## src/rtl/baby_mem_xfer_ctrl.sv

```systemverilog
// Sequences one Baby 32-bit memory request into a header byte plus four
// LSB-first data bytes on the 8-bit host port, paced by host strobe edges.
module baby_mem_xfer_ctrl #(
   parameter int SYNC_STAGES = 2,
   parameter int TIMEOUT_W   = 16
) (
   input  logic        clk,
   input  logic        rst_n,
   input  logic        baby_req_i,
   input  logic        baby_rw_i,
   input  logic [4:0]  baby_addr_i,
   input  logic [31:0] baby_data_i,
   output logic [31:0] baby_data_o,
   output logic        baby_ack_o,
   output logic        baby_stall_o,
   input  logic [7:0]  host_byte_i,
   input  logic        host_strobe_i,
   output logic [7:0]  host_byte_o,
   output logic        host_valid_o,
   output logic        host_dir_o,
   output logic        err_o
);

   typedef enum logic [3:0] {
      S_IDLE, S_HDR, S_W0, S_W1, S_W2, S_W3, S_R0, S_R1, S_R2, S_R3, S_DONE
   } state_t;

   // Abort fires on the cycle the counter would reach all-ones.
   localparam logic [TIMEOUT_W-1:0] WD_LAST = {{(TIMEOUT_W-1){1'b1}}, 1'b0};

   state_t                 state, state_nx;
   logic                   rw_q;
   logic [4:0]             addr_q;
   logic [31:0]            wdata_q, rdata_q, data_q;
   logic                   err_q;
   logic [TIMEOUT_W-1:0]   wd_q;
   logic [SYNC_STAGES-1:0] sync_q;
   logic                   strb_prev_q;
   logic                   strb_edge, active, wd_expire;

   assign strb_edge = sync_q[SYNC_STAGES-1] & ~strb_prev_q;
   assign active    = (state != S_IDLE) && (state != S_DONE);
   assign wd_expire = active && !strb_edge && (wd_q == WD_LAST);

   always_comb begin
      state_nx = state;
      case (state)
         S_IDLE: if (baby_req_i) state_nx = S_HDR;
         S_HDR:  if (strb_edge)  state_nx = rw_q ? S_W0 : S_R0;
         S_W0:   if (strb_edge)  state_nx = S_W1;
         S_W1:   if (strb_edge)  state_nx = S_W2;
         S_W2:   if (strb_edge)  state_nx = S_W3;
         S_W3:   if (strb_edge)  state_nx = S_DONE;
         S_R0:   if (strb_edge)  state_nx = S_R1;
         S_R1:   if (strb_edge)  state_nx = S_R2;
         S_R2:   if (strb_edge)  state_nx = S_R3;
         S_R3:   if (strb_edge)  state_nx = S_DONE;
         S_DONE: state_nx = S_IDLE;
         default: state_nx = S_IDLE;
      endcase
      if (wd_expire) state_nx = S_DONE;
   end

   // Host-side byte is a pure decode of state and latched request.
   always_comb begin
      host_byte_o = 8'h00;
      host_dir_o  = 1'b1;
      case (state)
         S_HDR: host_byte_o = {rw_q, 2'b00, addr_q};
         S_W0:  host_byte_o = wdata_q[7:0];
         S_W1:  host_byte_o = wdata_q[15:8];
         S_W2:  host_byte_o = wdata_q[23:16];
         S_W3:  host_byte_o = wdata_q[31:24];
         S_R0, S_R1, S_R2, S_R3: host_dir_o = 1'b0;
         default: ;
      endcase
   end

   always_ff @(posedge clk) begin
      if (!rst_n) begin
         state       <= S_IDLE;
         rw_q        <= 1'b0;
         addr_q      <= '0;
         wdata_q     <= '0;
         rdata_q     <= '0;
         data_q      <= '0;
         err_q       <= 1'b0;
         wd_q        <= '0;
         sync_q      <= '0;
         strb_prev_q <= 1'b0;
      end else begin
         state       <= state_nx;
         sync_q      <= {sync_q[SYNC_STAGES-2:0], host_strobe_i};
         strb_prev_q <= sync_q[SYNC_STAGES-1];
         wd_q        <= (state_nx != state || !active) ? '0 : wd_q + 1'b1;
         if (state == S_IDLE && baby_req_i) begin
            rw_q    <= baby_rw_i;
            addr_q  <= baby_addr_i;
            wdata_q <= baby_data_i;
         end
         if (strb_edge) begin
            case (state)
               S_R0: rdata_q[7:0]   <= host_byte_i;
               S_R1: rdata_q[15:8]  <= host_byte_i;
               S_R2: rdata_q[23:16] <= host_byte_i;
               default: ;
            endcase
         end
         // Final read byte goes straight into the result; writes and aborts return 0.
         if (state_nx == S_DONE && state != S_DONE)
            data_q <= (state == S_R3 && strb_edge) ? {host_byte_i, rdata_q[23:0]} : '0;
         if (wd_expire) err_q <= 1'b1;
      end
   end

   assign baby_data_o  = data_q;
   assign baby_ack_o   = (state == S_DONE);
   assign baby_stall_o = (state != S_IDLE);
   assign host_valid_o = active;
   assign err_o        = err_q;

endmodule
```

## config.mk

```make
export PLATFORM = sky130hd
export DESIGN_NAME = baby_mem_xfer_ctrl
export DESIGN_NICKNAME = d
export VERILOG_FILES = /design/src/rtl/baby_mem_xfer_ctrl.sv
export SDC_FILE = /design/constraint.sdc
export NUM_CORES = 1
export LEC_CHECK = 0
export ABC_CLOCK_PERIOD_IN_PS = 2310
export CORE_ASPECT_RATIO = 1.25
export CORE_UTILIZATION = 40
export CTS_BUF_LIST = sky130_fd_sc_hd__clkbuf_4
export CTS_CLUSTER_SIZE = 40
export DETAILED_ROUTE_END_ITERATION = 8
export GPL_TIMING_DRIVEN = 0
export SYNTH_ARGS = -nofsm -noshare
export SYNTH_HDL_FRONTEND = slang
export SYNTH_SLANG_ARGS = --single-unit
```

## constraint.sdc

```tcl
create_clock -name clk -period 2.31 [get_ports clk]
set_clock_uncertainty 0.05 [all_clocks]
set_input_delay 0.231 -clock clk [delete_from_list [all_inputs] [get_ports clk]]
set_output_delay 0.231 -clock clk [all_outputs]
set_load 0.01 [all_outputs]
```

* After elaboration in Yosys (flattened, before gate mapping)
Index checks and enable logic that the tools add are counted.
** Storage, ports and cells
- Flip-flop bits (word level) :: 118
- Output and inout port bits :: 45
- Logic and storage cells :: 62
** Operators by class
- Add/sub/neg operators :: 1
- Eq/ne operators :: 14
- Mux-type cells :: 15
- Bitwise gates (word level) :: 3
- Reduce and logical (&&, ||, !) cells :: 17
** Operator list (number)
- $mux 4 :: 10
- $pmux 8 s5 :: 1
- $pmux 4 s9 :: 1
- $mux 32 :: 1
- $add 16x1->16 const B :: 1
- $eq 16x16->1 const B :: 1
- $eq 4x3->1 const B :: 4
- $eq 4x4->1 const B :: 4
- $eq 4x2->1 const B :: 2
- $logic_and 1x1->1 :: 6
- $reduce_and 2->1 :: 3
- $eq 4x1->1 const B :: 1
- $logic_not 4->1 :: 1
- $ne 4x4->1 :: 1
- $ne 4x4->1 const B :: 1
- $reduce_bool 4->1 :: 1
- $reduce_or 2->1 :: 2
- $reduce_or 4->1 :: 1
- $mux 3 :: 1
- $logic_not 1->1 :: 2
- $not 1->1 :: 2
- $and 1x1->1 :: 1
- $logic_or 1x1->1 :: 1
- $mux 1 :: 1

* Depth between registers and ports, before layout
- Word-level depth :: 9
- Mapped depth :: 8

* Worst setup path after synthesis
Ideal clock, no wire load.
- Path kind :: register to register
- From :: reg wd_q[6]
- To :: reg wd_q[0]
- Library setup time :: 0.122 ns
- Data arrival time :: 1.909 ns
- Data required time :: 2.138 ns
- Setup slack :: 0.229 ns
- Cell stages (with the launch flop) :: 7
- Clock period less this slack :: 2.081 ns
- Path through :: dfxtp_1 nand4_2 a211o_1 or4_4 a211oi_4 buf_6 nor3_1
** Between the ends
- Cells in the longest elaborated chain, start to end :: 6
** RTL lines
- start: declaration :: RTL line 36 : logic [TIMEOUT_W-1:0] wd_q;
- start signal: assignment :: RTL line 95 : wd_q <= (state_nx != state || !active) ? '0 : wd_q + 1'b1;
- $eq 16x16->1 :: RTL line 43 : assign wd_expire = active && !strb_edge && (wd_q == WD_LAST);
- $logic_and 1x1->1 :: RTL line 43
- $mux 4 :: RTL line 61 : if (wd_expire) state_nx = S_DONE;
- $ne 4x4->1 :: RTL line 95
- $logic_or 1x1->1 :: RTL line 95
- $reduce_or 2->1 (no source line)
No other way between the ends.
A chain may end at the register's enable or synchronous reset.

* Worst setup path in the final report
- From :: reg state[1]
- To :: reg wd_q[14]
** Between the ends
- Cells in the longest elaborated chain, start to end :: 8
- Elaborated cells between the ends (all ways) :: 31
** RTL lines
- start: declaration :: RTL line 31 : state_t state, state_nx;
- start signal: assignment :: RTL line 92 : state <= state_nx;
- parallel branches: the longest is 6 deep, another holds $pmux 4 s9
- $logic_or 1x1->1 * :: RTL line 95
- $reduce_or 2->1 (no source line) *
Every way passes the cells marked *.

==> metrics.csv <==
stage,metric,value,unit
placed_design,Port-buffer cells,93,
placed_design,post-DP HPWL,8.98,mm
global_routing,M3 GR Usage,0.0460,
clock_network,CTS buffer count,17,
global_routing,number of global-route vias before repair,4248,
global_routing,GR peak layer,met2,
pwr,overall power,3920,µW
yosys,"top cells by area, synth","dfxtp_1, nand2_1, a21boi_0, a22o_1, mux2i_1",
floorplan,I/O pin cnt,95,
global_routing,first-pass GRT wire length,20.6,mm
floorplan,Die Ht,125,µm
routing,Initial DRC Count,206,
clock_network,Max clock buf depth,2,
sta,# setup viols final,0,
cells_and_area,Layout Cells excl Fill,823,
yosys,flop and latch count out of synthesis,118,
cells_and_area,fin nets,701,
routing,Via-to-Cell Ratio,5.13,
clock_network,Worst-Skew Late Latency,520,ps
floorplan,row count,44,
clock_network,CTS tree,yes,
setup_path,critical path type,reg -> reg,
run,Max Cap Violations,0,
outcome,status,"finished, final reports clean",
floorplan,Core ar.,0.0117,mm²
setup_path,Crit path max-delay family,compound AO/OA/AOI/OAI gates,
placed_design,Placer Congestion,0.852,
clock_network,"Clk pin slew, worst setup/hold paths",110,ps
yosys,syn nets,578,
cells_and_area,n_diodes,0,
cells_and_area,Fill cells,1095,
placed_design,dpl ws,-517,ps
routing,vias,4224,
floorplan,initial core utilization,0.413,
setup_path,crit-path max FO,10,
floorplan,die area,0.0125,mm²
yosys,Mapped Cells,526,
setup_path,Worst EP arrival,2580,ps
pwr,Worst IR Drop VDD,0.335,mV
global_routing,initial antenna violation count,0,
setup_path,Worst path max stage delay,510,ps
yosys,Async SR Flop Fraction,0,
setup_path,worst path bufs/invs,2,
setup_path,flop2flop setup slack,80,ps
yosys,Synth Flop Type,dfxtp_1,
yosys,"Seq/Total Area, Yosys",0.490,
clock_network,CTS root buf,clkbuf_4,
floorplan,Die Width,100,µm
sta,Final Max Tran Viols,0,
cells_and_area,final core occ,0.557,
yosys,top-count cell post-synth,dfxtp_1,
hold_path,worst hold path type,in -> reg,
global_routing,pin count of the biggest net entering global routing,17,
placed_design,Placed Cells,780,
sta,post-route setup slack,78.6,ps
routing,DR pass1 iterations,4,
setup_path,CP max-delay cell,or4_4,
sta,Worst Max-Slew Pin Slew,605,ps
sta,Final Hold Fails,0,
cells_and_area,Layout area overhead,34.8,%
setup_path,CP Launch Type,flip-flop,
yosys,Synth top area share,0.490,
yosys,Synth top cells by count,"dfxtp_1, nand2_1, a21boi_0, a22o_1, clkbuf_1",
routing,Final Routed Wirelength,12.6,mm
clock_network,hold-fix buffers at CTS,0,
setup_path,Worst EP required,2660,ps
cells_and_area,layout cells sized above 1,0.133,
yosys,Unique masters post-synth,46,
clock_network,clk sinks,118,
setup_path,CP endpoint kind,flip-flop,
setup_path,CP Cell Sequence,"buf_4, xnor2_1, a211o_1, or4_4, a211oi_4, buf_6, nor3_1",
global_routing,Total Routing Usage GR,0.211,
routing,Routed Antenna Nets,0,
yosys,Synth Cell Area,0.00482,mm²
global_routing,GR Util met1,0.259,
sta,f_max,448,MHz
routing,wire per inst,15.3,µm
yosys,Post-Syn Area per Cell,9.17,µm²
sta,RSZ-0062 raised after global routing,true,
sta,post-layout minimum cycle time,2230,ps
global_routing,GRT met2 Usage,0.358,
sta,Max transition margin,0.597,
clock_network,H-Tree Depth,4,
yosys,number of synthesized flops with an enable pin,0,
global_routing,GR Overflow Total,0,
routing,Residual DRC,0,
sta,hold slack,207,ps
sta,part of the cycle the worst path needs,0.966,
pwr,pwr dens,604,mW/mm²
yosys,Syn. warnings,0,
pwr,Pleak,0.00243,µW
yosys,leading area contributor after synthesis,dfxtp_1,
[layer usage]
layer  routed length, µm  part of all wire  vias up
met1                5520              0.44     1992
met4                 240             0.019        0
met2                6290              0.50      115
li1                    -                 -     2099
met3                 555             0.044       18
met5                   0                 0        -
[through the flow]
step | area [µm²] | TNS (ps)
floorplan | 4820 | 0
global placement | 5960 | -4640
detailed placement | 5960 | -4770
CTS | 6440 | 0
global route | 6500 | -3.67
finish | 6500 | 0
[where the power goes]
part	leakage (µW)	internal, µW	switching (µW)
Sequential	0.000959	2090	40.6
Clock	0.000138	537	835
Combinational	0.00133	206	218
[layout by cell type (no fill, tap or decap), types with 4 or more instances in the layout]
cell type / instances
a21boi_0: 46
a21oi_1: 5
a221o_1: 6
a22o_1: 32
a22oi_1: 4
and2_1: 6
buf_2: 8
buf_4: 11
clkbuf_1: 17
clkbuf_2: 6
clkbuf_4: 17
clkdlybuf4s50_1: 83
dfxtp_1: 114
inv_6: 4
mux2i_1: 18
nand2_1: 101
nand3_1: 12
nor2_1: 13
nor2b_1: 20
nor3_1: 21
o21ai_0: 17
o21ai_1: 4
xnor2_1: 7
xor2_1: 8
[path summary, 6_finish.rpt]
check	from	endpoint	cells after the start
min reg2reg	sync_q[0]	sync_q[1]	1
max reg2reg	state[1]	wd_q[14]	7
min	baby_data_i[23]	wdata_q[23]	3
max	state[1]	wd_q[14]	7
[state kept, by name, summed over array words and instances, names as in the netlist]
| signal | cells |
|---|---|
| addr_q | 5 |
| baby_data_o | 32 |
| strb_prev_q | 1 |
| wd_q | 16 |
| state | 4 |
| err_o | 1 |
| wdata_q | 32 |
| rw_q | 1 |
| rdata_q | 24 |
| sync_q | 2 |
[final cells by class]
cell class	count	area [µm²]	share of cell area
timing repair buffer	104	1010	0.156
tap	161	201	0.0310
multi-input combinational	373	2430	0.375
sequential	118	2370	0.365
clock buffer	17	128	0.0196
buffer	33	215	0.0331
inverter	2	7.51	0.00115
clock inverter	15	129	0.0198
[repair_timing]
action / CTS / global route
resized for setup: 77 / 23
buffers inserted: 8 / 2
cloned: 1 / 0
pin swaps: 4 / 2
endpoints found under the setup margin: 21 / 71
[cell families after synthesis]
logic type | share of synthesized area
AOI/OAI and AO/OA | 0.200
xor gates and xnor gates | 0.0272
adders and majority gates | 0.00519
buffers and inverters | 0.0298
DFF | 0.490
muxes | 0.0436
and+or+nand+nor | 0.204
[worst min-delay path, cell delays in order]
cell             delay (ps)
clkdlybuf4s50_1         390
nand2_1                  50
a21boi_0                 60
Note: power is estimated with default switching activity, not from simulation.
